--- src/rtl/sha256_block_sequencer.sv ---
// Byte-stream front end for a shared SHA-256 compression core: builds padded
// 512-bit blocks, runs the core start/done handshake and streams the digest out.
module sha256_block_sequencer #(
    parameter int unsigned CNT_W = 29
) (
    input  logic         clk,
    input  logic         reset,
    input  logic         in_valid,
    input  logic [7:0]   in_data,
    input  logic         in_last,
    output logic         in_ready,
    output logic         core_start,
    output logic         core_init,
    output logic [511:0] core_block,
    input  logic         core_done,
    input  logic [255:0] core_digest,
    output logic         out_valid,
    output logic [7:0]   out_data,
    output logic         out_last,
    input  logic         out_ready,
    output logic         ovf,
    output logic         busy
);

    localparam int unsigned IDX_W        = 6;
    localparam int unsigned K_W          = 5;
    localparam int unsigned BLK_BYTES    = 64;
    localparam int unsigned LAST_LEN_IDX = 55;

    typedef enum logic [2:0] {S_FILL, S_PAD, S_ISSUE, S_WAIT, S_OUT} state_t;

    state_t              r_state, w_state_nxt;
    logic [IDX_W-1:0]    r_idx;
    logic [CNT_W-1:0]    r_cnt;
    logic                r_first, r_pad_pending, r_end63, r_final, r_ovf;
    logic [63:0][7:0]    r_blk;
    logic [255:0]        r_dig;
    logic [K_W-1:0]      r_k;
    logic                r_out_valid, r_out_last;
    logic                r_in_ready, r_core_start, r_core_init, r_busy;
    logic                w_in_ready_nxt, w_core_start_nxt, w_core_init_nxt, w_busy_nxt;
    logic                w_in_acc, w_out_acc;
    logic [63:0]         w_len;

    assign w_in_acc  = in_valid & r_in_ready & (r_state == S_FILL);
    assign w_out_acc = r_out_valid & out_ready;
    assign w_len     = 64'({r_cnt, 3'b000});

    always_ff @(posedge clk) begin
        if (reset) r_state <= S_FILL;
        else       r_state <= w_state_nxt;
    end

    always_comb begin
        w_state_nxt = r_state;
        case (r_state)
            S_FILL:  if (w_in_acc) begin
                         if (in_last && !(&r_idx)) w_state_nxt = S_PAD;
                         else if (&r_idx)          w_state_nxt = S_ISSUE;
                     end
            S_PAD:   w_state_nxt = S_ISSUE;
            S_ISSUE: w_state_nxt = S_WAIT;
            S_WAIT:  if (core_done) begin
                         if (r_final)            w_state_nxt = S_OUT;
                         else if (r_pad_pending) w_state_nxt = S_PAD;
                         else                    w_state_nxt = S_FILL;
                     end
            S_OUT:   if (w_out_acc && r_out_last) w_state_nxt = S_FILL;
            default: w_state_nxt = S_FILL;
        endcase
    end

    // Idle means back in FILL at the start of a fresh message with nothing buffered.
    always_comb begin
        w_in_ready_nxt   = (w_state_nxt == S_FILL);
        w_core_start_nxt = (w_state_nxt == S_ISSUE);
        w_core_init_nxt  = (w_state_nxt == S_ISSUE) & r_first;
        w_busy_nxt       = !((w_state_nxt == S_FILL) &&
                             (((r_state == S_FILL) && !w_in_acc && (r_idx == '0) && r_first) ||
                              (r_state == S_OUT)));
    end

    always_ff @(posedge clk) begin
        if (reset) begin
            r_in_ready   <= 1'b0;
            r_core_start <= 1'b0;
            r_core_init  <= 1'b0;
            r_busy       <= 1'b0;
        end else begin
            r_in_ready   <= w_in_ready_nxt;
            r_core_start <= w_core_start_nxt;
            r_core_init  <= w_core_init_nxt;
            r_busy       <= w_busy_nxt;
        end
    end

    always_ff @(posedge clk) begin
        if (reset) begin
            r_idx         <= '0;
            r_cnt         <= '0;
            r_first       <= 1'b1;
            r_pad_pending <= 1'b0;
            r_end63       <= 1'b0;
            r_final       <= 1'b0;
            r_ovf         <= 1'b0;
            r_blk         <= '0;
            r_dig         <= '0;
            r_k           <= '0;
            r_out_valid   <= 1'b0;
            r_out_last    <= 1'b0;
        end else begin
            case (r_state)
                S_FILL: if (w_in_acc) begin
                    r_blk[~r_idx] <= in_data;
                    r_idx         <= r_idx + IDX_W'(1);
                    r_cnt         <= r_cnt + CNT_W'(1);
                    if (&r_cnt) r_ovf <= 1'b1;
                    if (in_last && (&r_idx)) begin
                        r_pad_pending <= 1'b1;
                        r_end63       <= 1'b1;
                    end
                end
                S_PAD: if (r_pad_pending) begin
                    // Extra block carrying only the length (and 0x80 if it did not fit before).
                    r_blk         <= '0;
                    r_blk[63]     <= r_end63 ? 8'h80 : 8'h00;
                    r_blk[7:0]    <= w_len;
                    r_final       <= 1'b1;
                    r_pad_pending <= 1'b0;
                end else begin
                    for (int b = 0; b < BLK_BYTES; b++) begin
                        if (IDX_W'(b) == r_idx)     r_blk[IDX_W'(63 - b)] <= 8'h80;
                        else if (IDX_W'(b) > r_idx) r_blk[IDX_W'(63 - b)] <= 8'h00;
                    end
                    if (r_idx <= IDX_W'(LAST_LEN_IDX)) begin
                        r_blk[7:0] <= w_len;
                        r_final    <= 1'b1;
                    end else begin
                        r_pad_pending <= 1'b1;
                    end
                end
                S_ISSUE: r_first <= 1'b0;
                S_WAIT: if (core_done) begin
                    if (r_final) begin
                        r_dig       <= core_digest;
                        r_out_valid <= 1'b1;
                        r_out_last  <= 1'b0;
                        r_k         <= '0;
                    end else if (!r_pad_pending) begin
                        r_idx <= '0;
                    end
                end
                S_OUT: if (w_out_acc) begin
                    r_dig      <= {r_dig[247:0], 8'h00};
                    r_k        <= r_k + K_W'(1);
                    r_out_last <= (r_k == K_W'(30));
                    if (r_out_last) begin
                        r_out_valid   <= 1'b0;
                        r_idx         <= '0;
                        r_cnt         <= '0;
                        r_first       <= 1'b1;
                        r_ovf         <= 1'b0;
                        r_end63       <= 1'b0;
                        r_final       <= 1'b0;
                        r_pad_pending <= 1'b0;
                    end
                end
                default: ;
            endcase
        end
    end

    assign in_ready   = r_in_ready;
    assign core_start = r_core_start;
    assign core_init  = r_core_init;
    assign core_block = r_blk;
    assign out_valid  = r_out_valid;
    assign out_data   = r_dig[255:248];
    assign out_last   = r_out_last;
    assign ovf        = r_ovf;
    assign busy       = r_busy;

endmodule

--- config.mk ---
export PLATFORM = sky130hd
export DESIGN_NAME = sha256_block_sequencer
export DESIGN_NICKNAME = d
export VERILOG_FILES = /design/src/rtl/sha256_block_sequencer.sv
export SDC_FILE = /design/constraint.sdc
export NUM_CORES = 1
export LEC_CHECK = 0
export CAP_MARGIN = 20
export CORE_MARGIN = 8
export CORE_UTILIZATION = 30
export DETAILED_ROUTE_END_ITERATION = 10
export PLACE_DENSITY_LB_ADDON = 0.2
export SYNTH_ARGS = -nofsm -noshare
export SYNTH_HDL_FRONTEND = slang
export SYNTH_SLANG_ARGS = --single-unit
--- constraint.sdc ---
create_clock -name clk -period 2.6 [get_ports clk]
set_input_delay 0.39 -clock clk [delete_from_list [all_inputs] [get_ports clk]]
set_output_delay 0.39 -clock clk [all_outputs]
set_load 0.005 [all_outputs]
== Yosys cells after proc, flatten, opt, wreduce, memory -nomap -nowiden ==
Cells that the tools add are included.

* Bits in writable memories: 0
* Bits in read-only memories: 0
* Output and inout bits: 527
* Bits in latches: 0
* Bits in registers: 822
* Logic and storage cells: 394
* Memories kept: 0
* Input bits: 270

* Multipliers: 0
* $add $sub $neg: 3
* Reductions and logical operators: 66
* Equality and inequality tests: 81
* Shifts and indexed selects: 0
* Div/mod/pow operators: 0
* Bitwise gates (word level): 5
* Multiplexer cells: 124
* Magnitude comparators: 35

{| class="wikitable"
|+ Operator list
! cell !! number
|-
| $mux W256 || 5
|-
| $pmux W512 S2 || 1
|-
| $mux W8 || 66
|-
| $bwmux W512 || 1
|-
| $mux W512 || 1
|-
| $pmux W256 S2 || 1
|-
| $eq A6 B6 Y1 const A || 32
|-
| $gt A6 B6 Y1 const A || 32
|-
| $reduce_and A3 Y1 || 34
|-
| $ne A4 B4 Y1 const B || 24
|-
| $mux W29 || 3
|-
| $mux W64 || 1
|-
| $pmux W29 S2 || 1
|-
| $demux W8 S6 || 1
|-
| $ne A5 B5 Y1 const B || 8
|-
| $mux W6 || 6
|-
| $add A29 B1 Y29 const B || 1
|-
| $reduce_and A29 Y1 || 1
|-
| $reduce_and A5 Y1 || 4
|-
| $mux W1 || 18
|-
| $mux W3 || 6
|-
| $pmux W6 S3 || 1
|-
| $ne A2 B2 Y1 const B || 8
|-
| $mux W5 || 3
|-
| 27 further kinds || 55
|}

== Logic depth before layout (Yosys ltp) ==
Gate-level depths: netlist of the first run.

* Depth after elaboration: 9
* Mapped depth: 10

== Least setup slack after synthesis of the first run ==
Ideal clock, no wire load.

* Path kind: register -> register
* From: register r_idx[1]
* To: register r_blk, in the netlist core_block[30]
* Cell stages (with the launch flop): 11
* Slack: -4 ps
* Arrival: 2,483 ps
* Buffers on the path: 5
* Path through: dfxtp_1 -> buf_2 -> buf_2 -> buf_1 -> inv_1 -> ha_1 -> or4_1 -> buf_2 -> and3_4 -> buf_6 -> mux2_4

* Longest elaborated chain between the ends: 8
* Elaborated cells on any way between the ends: 17
* Those cells by class: 4 x order compare; 2 x eq/ne; 8 x mux; 1 x bitwise; 2 x reduce/logical

{| class="wikitable"
|+ Ends and longest elaborated chain
! item !! line !! source
|-
| start: declaration || 33 || <nowiki>logic [IDX_W-1:0] r_idx;</nowiki>
|-
| start signal: assignment || 115 || <nowiki>r_idx <= r_idx + IDX_W'(1);</nowiki>
|-
| $not A6 Y6 || 114 || <nowiki>r_blk[~r_idx] <= in_data;</nowiki>
|-
| $lt A6 B7 Y1 (implied by the code) / $ge A6 B1 Y1 (equally long branches) || 114 ||
|-
| $logic_and A1 B1 Y1 (implied by the code) || 114 ||
|-
| $mux W8 (implied by the code) || 114 ||
|-
| $demux W8 S6 || 114 ||
|-
| $bwmux W512 || 114 ||
|-
| $mux W512 || 113 || <nowiki>S_FILL: if (w_in_acc) begin</nowiki>
|-
| $pmux W512 S2 || 112 || <nowiki>case (r_state)</nowiki>
|-
| end signal: indexed assignment || 114 ||
|-
| end: declaration || 36 || <nowiki>logic [63:0][7:0] r_blk;</nowiki>
|}

Several ways; a longest one is shown, not always the timed one. The select of a mux whose other input is x is not followed.
A chain may end at the register's enable or synchronous reset.

== Worst setup path after layout of the first run ==
* From: register r_state[0]
* To: register r_blk, in the netlist core_block[65]

* Longest elaborated chain between the ends: 4
* Elaborated cells on any way between the ends: 8
* Those cells by class: 3 x eq/ne; 1 x mux; 1 x bitwise; 3 x reduce/logical

{| class="wikitable"
|+ Ends and longest elaborated chain
! item !! line !! source
|-
| start: declaration || 32 || <nowiki>state_t r_state, w_state_nxt;</nowiki>
|-
| start signal: assignment || 51 || <nowiki>else r_state <= w_state_nxt;</nowiki>
|-
| $logic_not A3 Y1 || 45, 112 ||
|-
| $and A1 B1 Y1 || 45 || <nowiki>assign w_in_acc = in_valid & r_in_ready & (r_state == S_FILL);</nowiki>
|-
| $ne A2 B2 Y1 (no source line) || n/a ||
|-
| $reduce_and A3 Y1 (no source line) || n/a ||
|}

Several ways; a longest one is shown, not always the timed one.

==> results.yml, run 1 <==
run_status:
  run_status: "complete, no violations"
floorplan:
  placement_rows: 121
  initial_utilization_pct: 30.3
  die_w_um: 348
  fp.dieArea_um2: 121000
  core_area_um2: 109000
  io_pins: 797
  fp.dieH_um: 348
yosys:
  synth-simple-area-share_pct: 21.7
  netlist_instances: 3859
  asr_flop_ratio_synth_pct: 0
  syn_nets: 4136
  ys_seq_area_share_pct: 49.8
  synth_warnings: 0
  ys_seq_elements: 822
  count_of_unique_library_cells_instantiated_by_yosys: 84
  synth-edff-count: 0
  yosys.area_share.xor_xnor_pct: 0.0796
  ys.flop_type: "sky130_fd_sc_hd__dfxtp_1"
  synth-compound-area-share_pct: 21.3
  yosys-mux-area-fraction_pct: 1.39
  post_synth_fa_ha_maj_area_fraction_pct: 0.265
  synthesis.area_per_instance_um2: 8.55
  synth_top_family_by_area: "simple AND/OR/NAND/NOR gates"
  syn_area_um2: 33000
place:
  place.port_buffers: 796
  dpl_wire_length_um: 107000
  pre_cts_ws_ns: -0.146
  gpl.final_weighted_congestion: 0.904
  placement.cell_area_um2: 43600
timing:
  clock-skew-final_ns: 0.0388
  max-slew-margin-rel_pct: 30.1
  rsz0062_at_grt: "false"
  layout_worst_path_cycle_share_pct: 93.1
  postLayoutSetupSlackWorst_ns: 0.180
  hold_viol_final: 0
  timing_max_transition_violations_final: 0
  min_period_ns: 2.42
  max_freq_mhz: 413
  least_margin_pin_slew_ns: 1.04
  setup-violations-final: 0
power_and_ir_drop:
  pwr_density_cell_nw_per_um2: 615
  max-vdd-ir-drop_uv: 490
  power_uw: 28900
  leakage_power_summed_over_all_cells_uw: 0.0161
routing:
  finalWirelength_um: 144000
  avgViaCountPerCell: 5.26
  route.detailed.drc: 0
  via_count: 32100
  routed_wire_length_per_instance_um: 23.6
  postRouteAntennaNets: 0
  dr.pass1.iters: 6
  detailedRoute.firstIterationViolations: 2747
setup_path:
  critical_path.slowest_cell: "sky130_fd_sc_hd__a32oi_1"
  timing.critical_path.from_type: "flip-flop"
  critPathRequiredTime_ns: 3.18
  cpMostUsedCell: "sky130_fd_sc_hd__buf_4"
  worst_path_dominant_cell_family: "compound AO/OA/AOI/OAI gates"
  cp.buffers_inverters: 3
  path_class: "reg -> reg"
  worstPathCellList: "buf_4, buf_4, inv_1, a32oi_1, nor3_1, a31o_2"
  worstPathMaxFanout: 25
  critical_path_arrival_ns: 3.00
  critical_path.endpoint_type: "flip-flop"
  timing.critical_path.slowest_cell_delay_ns: 0.82
global_route:
  gr-max-usage-layer: "met2"
  first_pass_grt_wire_length_um: 208000
  pin_count_of_the_biggest_net_entering_global_routing: 194
  use_met1_pct: 27.9
  antenna_found_initial: 24
  grt_overflow_total: 0
  grtUsageMet2_pct: 36.8
  globalRouteTotalUtil_pct: 22.3
  first_global_vias: 30600
  met3_track_usage_gr_pct: 6.30
finish:
  layout_cell_share_with_drive_strength_beyond_1_pct: 10.3
  finalNetCount: 4878
  post-route-cell-area_um2: 46900
  layout.filler_cells: 10800
  post-route-util_pct: 43.0
  area_delta_synth_final_pct: 42.1
clock_tree:
  cts_root_buf: "sky130_fd_sc_hd__clkbuf_16"
  postCtsResizedCells: 0
  clock_insertion_delay_worst_skew_ns: 0.69
  cts_post_setup_buffers_inserted: 0
  holdBufCountCts: 0
  clock-sinks: 822
  cts_made_buffers: 92
  worst_setup_hold_path_clk_slew_ns: 0.06
  clk_path_buf_depth: 3
  clock_tree.htree_level_count: 3
  clock_tree_from_tritoncts: "done"
worst_hold_path:
  worst_min_delay_path_class: "in -> reg"
run:
  maxCapViolations: 0
-- area by class of cell --
cell class	count	area (µm²)	area share [%]
tap	1414	1770	3.77
timing repair buffer	1043	10300	21.9
multi-input combinational	2593	14900	31.7
sequential	822	16500	35.1
clock inverter	40	586	1.25
clock buffer	131	2710	5.78
antenna	12	30.0	0.0640
inverter	49	186	0.397
-- cell usage in the layout, fill, tap and decap left out, types with 13 or more instances in the layout --
cell,count
sky130_fd_sc_hd__clkbuf_16,93
sky130_fd_sc_hd__a211oi_1,20
sky130_fd_sc_hd__nor2_1,314
sky130_fd_sc_hd__a31oi_1,27
sky130_fd_sc_hd__o31ai_1,14
sky130_fd_sc_hd__nor3_1,41
sky130_fd_sc_hd__o21ai_0,323
sky130_fd_sc_hd__a32o_1,19
sky130_fd_sc_hd__buf_12,37
sky130_fd_sc_hd__a32oi_1,18
sky130_fd_sc_hd__clkbuf_8,24
sky130_fd_sc_hd__nand3_1,329
sky130_fd_sc_hd__nand4_1,44
sky130_fd_sc_hd__o2bb2ai_1,21
sky130_fd_sc_hd__clkinv_2,18
sky130_fd_sc_hd__mux2i_1,40
sky130_fd_sc_hd__clkdlybuf4s50_1,795
sky130_fd_sc_hd__nor2b_1,13
sky130_fd_sc_hd__a22o_1,66
sky130_fd_sc_hd__clkbuf_1,14
sky130_fd_sc_hd__nor4_1,15
sky130_fd_sc_hd__a311oi_1,257
sky130_fd_sc_hd__inv_1,48
sky130_fd_sc_hd__buf_4,210
sky130_fd_sc_hd__o32ai_1,36
sky130_fd_sc_hd__a31o_2,20
sky130_fd_sc_hd__nand2_1,635
sky130_fd_sc_hd__and3_1,21
sky130_fd_sc_hd__dfxtp_1,822
sky130_fd_sc_hd__o2111ai_1,36
sky130_fd_sc_hd__a21oi_1,68
sky130_fd_sc_hd__nand2b_1,28
-- routing by layer --
metal / share of wire [%] / up-vias
met5: 0.078 / -
met4: 2.9 / 16
met3: 8.0 / 217
met2: 47 / 1149
met1: 42 / 15200
li1: - / 15500
-- registers in the layout, indices dropped and copies added, names as in the netlist --
name	cells
r_pad_pending	1
core_start	1
out_valid	1
r_k	5
in_ready	1
ovf	1
r_first	1
core_init	1
busy	1
r_end63	1
out_last	1
core_block	512
r_final	1
r_state	3
r_idx	6
r_cnt	29
r_dig	256
-- path summary, 6_finish.rpt --
kind                     to       start  cells past startpoint  slack, ns
min reg2reg      r_dig[176]  r_dig[168]                      2       0.46
min                  r_k[0]       reset                      2       0.08
max          core_block[65]  r_state[0]                      6       0.18
max reg2reg  core_block[65]  r_state[0]                      6       0.18
-- worst register-to-register path, cell delays in order (launching register included) --
cell and delay [ns]:
sky130_fd_sc_hd__dfxtp_1 0.32, sky130_fd_sc_hd__buf_4 0.26, sky130_fd_sc_hd__buf_4 0.30, sky130_fd_sc_hd__inv_1 0.25
sky130_fd_sc_hd__a32oi_1 0.83, sky130_fd_sc_hd__nor3_1 0.12, sky130_fd_sc_hd__a31o_2 0.24
-- through the flow --
| stage | std cells | setup TNS (ns) | hold WS, ns |
|---|---|---|---|
| floorplan | 3859 | 0 | 0.436 |
| global placement | 5921 | -1.88 | 0.444 |
| detailed placement | 5921 | -1.40 | 0.448 |
| CTS | 6092 | 0 | 0.0191 |
| global route | 6099 | 0 | 0.0454 |
| finish | 6104 | 0 | 0.0761 |
-- where the power goes --
part           leakage [µW]  total, µW  internal (µW)  switching, µW
clock               0.00161      14000           8320           5710
sequential          0.00662      12700          12600           47.9
combinational       0.00782       2140            867           1280
-- logic make-up (layout without fill, tap and decap cells) --
family / after synthesis / count (layout)
AOI/OAI and AO/OA: 982 / 982
xor gates and xnor gates: 3 / 3
adders and majority gates: 7 / 7
buffers and inverters: 444 / 1263
DFF: 822 / 822
muxes: 45 / 45
other: 0 / 12
and+or+nand+nor: 1556 / 1556
-- cell usage after synthesis, types with 9 or more instances --
master                      instances  share of area [%]
sky130_fd_sc_hd__dfxtp_1          822                 50
sky130_fd_sc_hd__nor2_1           316                3.6
sky130_fd_sc_hd__nand2b_1          28               0.53
sky130_fd_sc_hd__o2111ai_1         38                1.0
sky130_fd_sc_hd__a22o_1            66                1.8
sky130_fd_sc_hd__a22oi_1           12               0.27
sky130_fd_sc_hd__nor3_1            41               0.62
sky130_fd_sc_hd__buf_4             12               0.27
sky130_fd_sc_hd__o2bb2ai_1         22               0.58
sky130_fd_sc_hd__a32o_1            19               0.58
sky130_fd_sc_hd__o32ai_1           36               0.96
sky130_fd_sc_hd__a311oi_1         257                6.8
sky130_fd_sc_hd__o21ai_0          323                4.9
sky130_fd_sc_hd__or4_1             12               0.27
sky130_fd_sc_hd__a211oi_1          20               0.45
sky130_fd_sc_hd__a32oi_1           18               0.48
sky130_fd_sc_hd__o31ai_1           14               0.32
sky130_fd_sc_hd__or3_1             12               0.23
sky130_fd_sc_hd__inv_1             49               0.56
sky130_fd_sc_hd__nor4_1            15               0.28
sky130_fd_sc_hd__and3_1            21               0.40
sky130_fd_sc_hd__and3b_1            9               0.24
sky130_fd_sc_hd__a31o_2            20               0.53
sky130_fd_sc_hd__a31oi_1           27               0.51
sky130_fd_sc_hd__clkbuf_1         296                3.4
sky130_fd_sc_hd__nand4_1           44               0.83
sky130_fd_sc_hd__nand2_1          635                7.2
sky130_fd_sc_hd__nand3_1          336                5.1
sky130_fd_sc_hd__nor2b_1           13               0.25
sky130_fd_sc_hd__a21oi_1           71                1.1
sky130_fd_sc_hd__buf_2             51               0.77
sky130_fd_sc_hd__buf_1             35               0.40
sky130_fd_sc_hd__mux2i_1           40                1.2
Power figures use the tool's default switching activity.
==> run 2, diff against run 1 <==
==> constraint.sdc (replaced) <==
create_clock -name clk -period 2.1 [get_ports clk]
set_input_delay 0.315 -clock clk [delete_from_list [all_inputs] [get_ports clk]]
set_output_delay 0.315 -clock clk [all_outputs]
set_load 0.005 [all_outputs]
==> results.yml, run 2 (synthesis gave the netlist of run 1 again) <==
floorplan:
  core_area_um2: 109000
  die_w_um: 348
  placement_rows: 121
  io_pins: 797
  initial_utilization_pct: 30.3
  fp.dieArea_um2: 121000
  fp.dieH_um: 348
place:
  place.port_buffers: 796
  pre_cts_ws_ns: -0.383
  place_inst: 6101
  dpl_wire_length_um: 112000
  gpl.final_weighted_congestion: 0.902
timing:
  timing_max_transition_violations_final: 0
  setup-violations-final: 0
  min_period_ns: 2.09
  max_freq_mhz: 478
  hold_viol_final: 0
  clock-skew-final_ns: 0.0285
  postLayoutSetupSlackWorst_ns: 0.00824
  layout_worst_path_cycle_share_pct: 99.6
  fin_tns_setup_ns: 0
  max-slew-margin-rel_pct: 57.9
  rsz0062_at_grt: "true"
  least_margin_pin_slew_ns: 0.632
power_and_ir_drop:
  power.share.combinational_pct: 8.5
  pwr_density_cell_nw_per_um2: 714
  swShare_pct: 24.7
  clock_power_share_pct: 47.0
  power_uw: 35400
  cellInternalPower_uw: 26600
  fraction_of_power_consumed_by_sequential_logic_pct: 44.5
  power.switching_uw: 8730
  max-vdd-ir-drop_uv: 555
  leakage_power_summed_over_all_cells_uw: 0.0175
worst_hold_path:
  worst_min_delay_path_class: "in -> reg"
finish:
  layout.filler_cells: 10700
  most-common-layout-cells: "sky130_fd_sc_hd__dfxtp_1, sky130_fd_sc_hd__clkdlybuf4s50_1, sky130_fd_sc_hd__nand2_1"
  finalNetCount: 5082
  layout_cell_share_with_drive_strength_beyond_1_pct: 15.6
  seq_area_um2: 16500
  instances_no_fill: 6308
  area_delta_synth_final_pct: 50.0
  multi_input_area_um2: 15300
  largest_register_ffs: 512
  mostFrequentLayoutCell: "sky130_fd_sc_hd__dfxtp_1"
setup_path:
  critical_path.endpoint_type: "flip-flop"
  critPathRequiredTime_ns: 2.65
  timing.critical_path.from_type: "flip-flop"
  path_class: "reg -> reg"
  critical_path_arrival_ns: 2.64
  worstPathMaxFanout: 5
routing:
  dr.pass1.iters: 5
  routed_wire_length_per_instance_um: 23.6
  postRouteAntennaNets: 0
  route.detailed.drc: 0
  detailedRoute.firstIterationViolations: 2578
  finalWirelength_um: 149000
  avgViaCountPerCell: 5.28
  via_count: 33300
clock_tree:
  cts_made_buffers: 92
  clock_tree.htree_level_count: 3
  holdBufCountCts: 0
  worst_setup_hold_path_clk_slew_ns: 0.06
  clock_tree_from_tritoncts: "done"
  clock_insertion_delay_worst_skew_ns: 0.68
  clk_path_buf_depth: 3
  cts_root_buf: "sky130_fd_sc_hd__clkbuf_16"
  clock-sinks: 822
global_route:
  pin_count_of_the_biggest_net_entering_global_routing: 120
  first_global_vias: 31200
  grt_overflow_total: 0
  antenna_found_initial: 27
  first_pass_grt_wire_length_um: 213000
  globalRouteTotalUtil_pct: 22.8
run:
  maxCapViolations: 0
run_status:
  run_status: "complete, no violations"
[run 2: layout make-up]
cell class / instances / area share (%)
multi-input combinational: 2593 / 30.8
tap: 1414 / 3.57
timing repair buffer: 1247 / 25.5
sequential: 822 / 33.3
clock buffer: 131 / 5.45
antenna: 17 / 0.0859
inverter: 49 / 0.394
clock inverter: 35 / 0.909
[run 2: path summary, 6_finish.rpt]
path,from,to,slack (ns),depth (start not counted)
max,r_state[0],core_block[174],0.008,7
min,reset,r_state[0],0.09,3
max reg2reg,r_state[0],core_block[174],0.008,7
min reg2reg,core_block[203],core_block[203],0.46,2
[run 2: repair_timing]
item                                    in CTS  in global routing
pin swaps                                    2                 21
resized for setup                           49                101
gates cloned                                 0                  9
endpoints found under the hold margin        0                  0
endpoints found under the setup margin     163                371
setup buffers                                3                 13
[run 2: stage by stage]
stage	cell area, µm²	hold WS (ns)	util (%)
floorplan	33100	0.436	-
global placement	45500	0.443	41.7
detailed placement	45500	0.450	41.7
CTS	48800	0.0382	44.7
global route	49500	0.0855	45.4
finish	49500	0.0929	45.4
[run 2: layer usage]
layer  routed length [µm]  global-route usage [%]  vias up  share of wire (%)
met5                   80                       0        -              0.054
met4                 4730                    7.51       12                3.2
met3                11300                    6.33      228                7.6
met2                69400                    37.2     1067                 47
met1                63500                    29.0    16100                 43
li1                     -                       -    15900                  -
[run 2: worst max-delay path, cell delays in order, from the launching register on]
cell and delay (ns):
sky130_fd_sc_hd__dfxtp_2 0.35, sky130_fd_sc_hd__or3b_4 0.45, sky130_fd_sc_hd__buf_4 0.17, sky130_fd_sc_hd__or3_4 0.42
sky130_fd_sc_hd__buf_4 0.16, sky130_fd_sc_hd__o21ai_2 0.18, sky130_fd_sc_hd__buf_6 0.15, sky130_fd_sc_hd__o32ai_1 0.08
[run 2: power by group through the flow]
| stage | sequential (µW) | combinational [µW] | clock (µW) |
|---|---|---|---|
| floorplan | 16000 | 1090 | 0 |
| global placement | 16100 | 2880 | 0 |
| detailed placement | 16100 | 2870 | 0 |
| CTS | 15700 | 2910 | 17000 |
| global route | 15700 | 3160 | 17700 |
| finish | 15700 | 3000 | 16600 |
==> run 3, diff against run 2 <==
--- a/config.mk
+++ b/config.mk
@@ -5,11 +5,14 @@
 export SDC_FILE = /design/constraint.sdc
 export NUM_CORES = 1
 export LEC_CHECK = 0
-export CAP_MARGIN = 20
+export CAP_MARGIN = 0
+export CELL_PAD_IN_SITES_DETAIL_PLACEMENT = 1
+export CELL_PAD_IN_SITES_GLOBAL_PLACEMENT = 1
 export CORE_MARGIN = 8
 export CORE_UTILIZATION = 30
 export DETAILED_ROUTE_END_ITERATION = 10
 export PLACE_DENSITY_LB_ADDON = 0.2
+export SLEW_MARGIN = 10
 export SYNTH_ARGS = -nofsm -noshare
 export SYNTH_HDL_FRONTEND = slang
 export SYNTH_SLANG_ARGS = --single-unit
==> results.yml, run 3 (synthesis gave the netlist of run 1 again) <==
run_status:
  run_status: "complete, no violations"
timing:
  max_freq_mhz: 477
  rsz0062_at_grt: "true"
  least_margin_pin_slew_ns: 0.690
  clock-skew-final_ns: 0.0174
  setup-violations-final: 0
  timing_max_transition_violations_final: 0
  min_period_ns: 2.09
  hold_viol_final: 0
  layout_worst_path_cycle_share_pct: 99.8
  fin_tns_setup_ns: 0
  max-slew-margin-rel_pct: 54.0
finish:
  most-common-layout-cells: "sky130_fd_sc_hd__dfxtp_1, sky130_fd_sc_hd__clkdlybuf4s50_1, sky130_fd_sc_hd__nand2_1"
  finalNetCount: 5106
  layout_cell_share_with_drive_strength_beyond_1_pct: 15.6
  area_delta_synth_final_pct: 50.7
  largest_register_ffs: 512
  post-route-cell-area_um2: 49800
  instances_no_fill: 6320
  mostFrequentLayoutCell: "sky130_fd_sc_hd__dfxtp_1"
  layout.filler_cells: 12500
setup_path:
  timing.critical_path.slowest_cell_delay_ns: 0.42
  timing.critical_path.depth: 7
  cpMostUsedCell: "sky130_fd_sc_hd__buf_4"
  timing.reg2reg.worst_path_depth: 7
  worst_path_dominant_cell_family: "compound AO/OA/AOI/OAI gates"
  worstPathMaxFanout: 10
  critical_path.endpoint_type: "flip-flop"
  worstPathCellList: "or3b_4, buf_4, buf_4, a2111oi_1, o31a_1, buf_12, a22o_1"
  critical_path_arrival_ns: 2.71
  timing.critical_path.from_type: "flip-flop"
  path_class: "reg -> reg"
  critPathRequiredTime_ns: 2.72
  critical_path.slowest_cell: "sky130_fd_sc_hd__or3b_4"
  cp.buffers_inverters: 3
global_route:
  first_global_vias: 33700
  grt_overflow_total: 0
  pin_count_of_the_biggest_net_entering_global_routing: 135
  globalRouteTotalUtil_pct: 24.2
  antenna_found_initial: 15
  use_met1_pct: 30.9
  first_pass_grt_wire_length_um: 227000
  met3_track_usage_gr_pct: 5.36
  gr-max-usage-layer: "met2"
  grtUsageMet2_pct: 40.1
routing:
  postRouteAntennaNets: 0
  finalWirelength_um: 157000
  route.detailed.drc: 0
  avgViaCountPerCell: 5.35
  detailedRoute.firstIterationViolations: 2264
  via_count: 33800
  routed_wire_length_per_instance_um: 24.8
  dr.pass1.iters: 5
floorplan:
  core_area_um2: 109000
  fp.dieH_um: 348
  placement_rows: 121
  die_w_um: 348
  fp.dieArea_um2: 121000
  initial_utilization_pct: 30.3
  io_pins: 797
power_and_ir_drop:
  max-vdd-ir-drop_uv: 533
  leakage_power_summed_over_all_cells_uw: 0.0176
  pwr_density_cell_nw_per_um2: 710
clock_tree:
  clock_tree_from_tritoncts: "done"
  clock_tree.htree_level_count: 3
  clock-sinks: 822
  clk_path_buf_depth: 3
  cts_made_buffers: 94
  clock_insertion_delay_worst_skew_ns: 0.67
  cts_root_buf: "sky130_fd_sc_hd__clkbuf_16"
  worst_setup_hold_path_clk_slew_ns: 0.06
place:
  placement.cell_area_um2: 45800
  dpl_wire_length_um: 117000
  place.port_buffers: 796
  place_inst: 6128
  gpl.final_weighted_congestion: 0.903
run:
  maxCapViolations: 0
worst_hold_path:
  min_delay_path_depth: 3
  worst_min_delay_path_class: "in -> reg"
==> run 3: layout make-up <==
class | count | area (µm²) | share of cell area, %
Antenna cell | 7 | 17.5 | 0.0352
Clock buffer | 129 | 2600 | 5.23
Clock inverter | 37 | 465 | 0.936
Inverter | 49 | 189 | 0.380
Multi-Input combinational cell | 2593 | 15300 | 30.7
Sequential cell | 822 | 16500 | 33.1
Tap cell | 1414 | 1770 | 3.56
Timing Repair Buffer | 1269 | 12900 | 26.0
==> run 3: timing repair <==
action,CTS,global route
buffers inserted,2,8
setup endpoints to repair,239,281
gates cloned,1,8
hold endpoints to repair,9,0
pin swaps,2,16
resized for setup,37,83
hold buffers,1,0
==> run 3: layer usage <==
metal	share of wire, %	wire, µm	vias to the layer above
li1	-	-	16000
met1	43	67400	16600
met2	47	73800	1013
met3	6.3	9850	240
met4	3.5	5420	4
met5	0.015	24	-
==> run 3: through the flow <==
stage	setup WS (ns)	util [%]	hold slack, ns	total power [µW]
detailed placement	-0.460	42.0	0.448	19100
global placement	-0.399	42.0	0.444	19100
global route	-0.0587	45.6	0.193	36600
floorplan	-0.0347	-	0.436	17100
finish	0.00506	45.6	0.218	35300
CTS	-0.00134	45.0	0.167	35700
==> run 3: path summary, 6_finish.rpt <==
path                     from         endpoint  slack [ns]
max                r_state[0]   core_block[91]       0.005
min          core_digest[209]       r_dig[209]        0.22
max reg2reg        r_state[0]   core_block[91]       0.005
min reg2reg   core_block[248]  core_block[248]        0.46
==> run 3: worst register-to-register path: stages, from the launching register on <==
cell	delay, ns
sky130_fd_sc_hd__dfxtp_2	0.35
sky130_fd_sc_hd__or3b_4	0.42
sky130_fd_sc_hd__buf_4	0.18
sky130_fd_sc_hd__buf_4	0.20
sky130_fd_sc_hd__a2111oi_1	0.37
sky130_fd_sc_hd__o31a_1	0.25
sky130_fd_sc_hd__buf_12	0.15
sky130_fd_sc_hd__a22o_1	0.14
==> run 3: power breakdown <==
group | switching, µW | total (µW) | internal [µW]
Combinational | 1790 | 3170 | 1380
Clock | 6870 | 16400 | 9560
Sequential | 59.5 | 15700 | 15700
Total | 8720 | 35300 | 26600
